--- config.mk ---
export PLATFORM = sky130hd
export DESIGN_NAME = dyn_stream_mux
export DESIGN_NICKNAME = d
export VERILOG_FILES = /design/src/rtl/dyn_stream_mux.sv
export SDC_FILE = /design/constraint.sdc
export NUM_CORES = 1
export LEC_CHECK = 0
export BUFFER_PORTS_ARGS = -buffer_cell sky130_fd_sc_hd__buf_2
export CAP_MARGIN = 30
export CELL_PAD_IN_SITES_DETAIL_PLACEMENT = 1
export CELL_PAD_IN_SITES_GLOBAL_PLACEMENT = 1
export CORE_MARGIN = 10
export CORE_UTILIZATION = 27
export DETAILED_ROUTE_END_ITERATION = 8
export GPL_TIMING_DRIVEN = 0
export PLACE_DENSITY_LB_ADDON = 0.15
export SYNTH_ARGS = -nofsm -noshare
export SYNTH_HDL_FRONTEND = slang
export SYNTH_SLANG_ARGS = --single-unit
--- constraint.sdc ---
create_clock -name clk -period 2.7 [get_ports clk]
set_clock_uncertainty 0.05 [all_clocks]
set_input_delay 0.81 -clock clk [delete_from_list [all_inputs] [get_ports clk]]
set_output_delay 0.81 -clock clk [all_outputs]
set_load 0.005 [all_outputs]
--- src/rtl/dyn_stream_mux.sv ---
// Merges NUM_CH valid/ready streams into one registered output stream.
// The source channel is chosen by sel or round-robin and is held for a whole packet.
module dyn_stream_mux #(
    parameter int NUM_CH = 4,
    parameter int DATA_W = 32,
    parameter int MODE   = 0,
    parameter int SEL_W  = $clog2(NUM_CH)
) (
    input  logic                     clk,
    input  logic                     rst,
    input  logic [NUM_CH*DATA_W-1:0] in_data,
    input  logic [NUM_CH-1:0]        in_valid,
    input  logic [NUM_CH-1:0]        in_last,
    output logic [NUM_CH-1:0]        in_ready,
    input  logic [SEL_W-1:0]         sel,
    output logic [DATA_W-1:0]        out_data,
    output logic                     out_valid,
    output logic                     out_last,
    output logic [SEL_W-1:0]         out_ch,
    input  logic                     out_ready,
    output logic                     busy
);

    typedef enum logic {IDLE, LOCKED} state_t;

    state_t            state_q;
    logic [SEL_W-1:0]  g_q;
    logic [SEL_W-1:0]  rr_ptr_q;
    logic [DATA_W-1:0] out_data_q;
    logic              out_valid_q;
    logic              out_last_q;
    logic [SEL_W-1:0]  out_ch_q;

    logic              load;
    logic [SEL_W-1:0]  cand;
    logic              cand_vld;
    logic [SEL_W-1:0]  gnt_ch;
    logic              gnt_vld;
    logic              gnt_valid_in;
    logic              gnt_last_in;
    logic [DATA_W-1:0] gnt_data_in;
    logic              xfer;

    assign load = !out_valid_q || out_ready;

    // An out-of-range sel never matches a channel, so it simply yields no grant.
    always_comb begin
        int idx;
        idx      = 0;
        cand     = '0;
        cand_vld = 1'b0;
        if (MODE == 0) begin
            for (int i = 0; i < NUM_CH; i++) begin
                if (sel == SEL_W'(i) && in_valid[i]) begin
                    cand     = SEL_W'(i);
                    cand_vld = 1'b1;
                end
            end
        end else begin
            // Walk the search order backwards so the nearest channel wins.
            for (int k = NUM_CH; k >= 1; k--) begin
                idx = (int'(rr_ptr_q) + k) % NUM_CH;
                if (in_valid[idx]) begin
                    cand     = SEL_W'(idx);
                    cand_vld = 1'b1;
                end
            end
        end
    end

    assign gnt_ch  = (state_q == LOCKED) ? g_q : cand;
    assign gnt_vld = (state_q == LOCKED) || cand_vld;

    always_comb begin
        in_ready     = '0;
        gnt_valid_in = 1'b0;
        gnt_last_in  = 1'b0;
        gnt_data_in  = '0;
        for (int i = 0; i < NUM_CH; i++) begin
            if (gnt_ch == SEL_W'(i)) begin
                in_ready[i]  = gnt_vld && load;
                gnt_valid_in = in_valid[i];
                gnt_last_in  = in_last[i];
                gnt_data_in  = in_data[i*DATA_W +: DATA_W];
            end
        end
    end

    assign xfer = gnt_vld && load && gnt_valid_in;

    always_ff @(posedge clk) begin
        if (rst) begin
            state_q     <= IDLE;
            g_q         <= '0;
            rr_ptr_q    <= SEL_W'(NUM_CH - 1);
            out_data_q  <= '0;
            out_valid_q <= 1'b0;
            out_last_q  <= 1'b0;
            out_ch_q    <= '0;
        end else begin
            if (load) begin
                out_valid_q <= xfer;
                if (xfer) begin
                    out_data_q <= gnt_data_in;
                    out_last_q <= gnt_last_in;
                    out_ch_q   <= gnt_ch;
                end
            end
            if (xfer) begin
                if (gnt_last_in) begin
                    state_q  <= IDLE;
                    rr_ptr_q <= gnt_ch;
                end else begin
                    state_q <= LOCKED;
                    g_q     <= gnt_ch;
                end
            end
        end
    end

    assign out_data  = out_data_q;
    assign out_valid = out_valid_q;
    assign out_last  = out_last_q;
    assign out_ch    = out_ch_q;
    assign busy      = (state_q == LOCKED);

endmodule

==> summary.txt <==
Run status
  • Outcome: complete, but fails checks
  • Failing checks: setup timing

Floorplanning
  • I/O pin count: 182
  • Core Region: 0.00920 sq mm
  • Cell Rows: 35
  • Total die area: 0.0137 sq mm
  • Starting Density: 27.6%
  • Die height: between 100 and 150 um
  • Die W: 117 um

Worst setup path
  • Data arrival, critical path: 1.88 ns
  • CP startpoint kind: input port
  • CP required: ~1.8 ns
  • Worst path cell trace: buf_8 > mux2i_4 > a221oi_4 > or2b_1 > nor2_1 > buf_2
  • Worst R2R Path Depth: 8
  • Critical path's slowest cell: a221oi_4
  • Kind of critical path: in2out
  • CP Capture Type: output pin
  • Buf+Inv Stages, Crit Path: 2
  • Worst-path fanout max: 3
  • Launch point of the worst reg-to-reg path: busy
  • Crit path max-delay family: simple AND/OR/NAND/NOR gates
  • R2R Path End: out_data[6]
  • Flop-to-flop setup slack: 0.23 ns
  • CP max stage delay: slightly below 0.3 ns

Flow run
  • Max-Cap Viols: 0

Clock network
  • CTS Buf Count: 5
  • Clk buf depth: 2
  • Reg clk slew, reported paths: 0.07 ns
  • CTS Hold Bufs: 0
  • Root buffer cell: clkbuf_8
  • CTS tree: yes
  • H-tree depth: 2
  • Clock sinks: 39
  • Clock latency on the worst-skew pair: approximately 0.30 ns

Power and ir drop
  • Switching Share: 30.5%
  • Switching power: ~0.63 mW
  • P_int: 1.43 mW
  • Sequential share of power: 34.1%
  • Max VDD drop: 0.190 mV
  • P_leak: 1.97 nW
  • Logic pwr share: 40.7%
  • PwrDens: roughly 530 mW/mm^2
  • Power share of the clock group: 25.2%

Yosys
  • Netlist cell types: 36
  • Mapped Area: 0.00253 sq mm
  • Count leader, synth: nor2_1
  • FFs w/ async S/R, synth: 0%
  • Area share of the largest cell type after synthesis: a little under a third
  • Seq cells post-synth: 39
  • Post-synthesis cell count: 218
  • Synth area leaders: dfxtp_1 (31%), mux4_2 (28%), mux2i_1 (14%)
  • Largest family of logic cells by synthesized area: multiplexers
  • Post-Synth XOR/XNOR Area: 0%
  • Syn nets: 359
  • Syn_area_per_cell: 11.6 sq um
  • Number of synthesized flops with an enable pin: 0
  • Post-Synth Adder-Cell Area: 0%
  • Post-synthesis compound-gate area fraction: 7.85%
  • Synth warn: 0
  • Synth Area in Simple Gates: between 10% and 20%
  • Post-synth top cells: nor2_1 (41), dfxtp_1 (39), mux2i_1 (36), mux4_2 (32), nand2_1 (9)
  • Synth area leader: dfxtp_1
  • Multiplexer share of the synthesized area: 43.7%
  • Main flop type after synthesis: dfxtp_1
  • Seq/Total Area, Yosys: 30.8%

Routing
  • Via-to-Cell Ratio: 4.78
  • Vias: 2,526
  • DRC Markers: 0
  • Initial DRC Count: 68
  • Drt first pass iters: 3
  • DRT antenna net count: 0
  • Drt total wl: 9.76 mm
  • Per-cell routed wire length: about 18 um

Worst hold path
  • Worst Hold Launch: out_ch[1]
  • Hold EP: out_ch[1]
  • Hold Crit Class: reg2reg
  • Hold-critical path depth: 2

STA
  • Fmax: 365 MHz
  • RSZ-0062 raised after global routing: yes
  • Setup slack after layout: -0.0434 ns
  • Final slew viol count: 0
  • Final hold violations: 0
  • Measured slew at the worst slew-check pin: 0.485 ns
  • Slew margin rel.: 67.6%
  • Final period utilization: 102%
  • Min cycle time layout: 2.74 ns
  • Final setup fails: 2

Place
  • Post-DP HPWL: roughly 8.1 mm
  • PortBufs: 179
  • Post-place instance area: 0.00358 sq mm
  • Worst slack, placed: -0.338 ns
  • GPL Wtd Cong: 0.774

Final layout
  • Nets: 557
  • Cell area after layout: 0.00386 sq mm
  • Layout cells sized above 1: 61.9%
  • Area delta synth->final: 52.4%
  • Diode count: 0

GRT
  • First-pass GRT wire length: about 15 mm
  • Initial antenna violation count: 2
  • Largest net degree at the start of global routing: 13
  • Total grt overflow: 0
  • Vias in the first global route: between 2,000 and 3,000
  • GRT Util Overall: 14.1%
-- stage by stage --
stage	instances	utilization (%)	hold WS (ns)	TNS [ns]	power, mW
final	528	42.0	0.407	-0.0723	2.05
after global routing	528	42.0	0.443	-0.354	2.21
after CTS	529	41.9	0.412	-0.101	2.09
after detailed placement	508	39.0	0.400	-2.15	1.52
after global placement	508	39.0	0.395	-2.88	1.50
after floorplan	218	-	0.403	-0.00548	1.22
-- cell families (layout without fill, tap and decap cells) --
| logic type | count (synthesis) | in the layout |
|---|---|---|
| compound gates | 22 | 22 |
| buf+inv | 22 | 221 |
| flops | 39 | 39 |
| mux | 70 | 70 |
| simple gates | 65 | 65 |
-- layer usage --
metal | wire length [um] | track usage, %
met5 | 20 | 0
met4 | 104 | 3.38
met3 | 1100 | 6.93
met2 | 5180 | 26.1
met1 | 3350 | 13.6
-- how the worst max path moves through the flow --
stage	start	to	slack [ns]	depth (start not counted)
5_1_grt	sel[0]	in_ready[2]	-0.11	6
3_3_place_gp	sel[0]	in_ready[1]	-0.33	6
6_report	sel[0]	in_ready[2]	-0.04	6
3_5_place_dp	sel[0]	in_ready[1]	-0.34	6
2_1_floorplan	sel[1]	in_ready[0]	-0.005	7
4_1_cts	sel[0]	in_ready[0]	-0.05	6
-- sequential cells by signal, indices dropped and copies added (netlist names) --
signal	count
busy	1
out_ch	2
out_last	1
g_q	2
out_valid	1
out_data	32
-- power groups by stage --
stage	sequential, mW	clock [mW]	combinational, mW
after global routing	0.711	0.573	0.926
final	0.699	0.517	0.835
after global placement	0.707	0	0.791
after CTS	0.699	0.540	0.851
after detailed placement	0.710	0	0.806
after floorplan	0.714	0	0.509
-- cells in the final DEF, fill, tap and decap left out, drive strengths merged, types with 2 or more instances in the layout --
cell type  Yosys  layout
buf           13     204
nor2          42      42
dfxtp         39      39
mux2i         37      37
mux4          32      32
nand2          9       9
clkbuf         3       9
a21oi          7       7
inv            6       6
nor2b          6       6
o21ai          5       5
or2b           2       2
nand2b         2       2
nand3          2       2
o221a          2       2
-- tightest hold or removal path: stages, from the launching register on --
cell,delay [ns]
dfxtp_1,0.31
nand2_1,0.05
a21oi_1,0.05
-- timing repair --
item,in CTS,in global routing
endpoints found under the setup margin,4,30
gates cloned,0,0
setup buffers,14,0
pin swaps,5,5
resized for setup,9,5
-- final cells by class --
| type | count | area [sq um] |
|---|---|---|
| fill | 1101 | 5340 |
| multi-input combinational | 157 | 1630 |
| timing repair buffer | 192 | 1020 |
| sequential | 39 | 781 |
| buffer | 15 | 151 |
| tap | 111 | 139 |
| clock buffer | 6 | 82.6 |
| clock inverter | 2 | 35.0 |
| inverter | 6 | 22.5 |
Power figures use the tool's default switching activity.
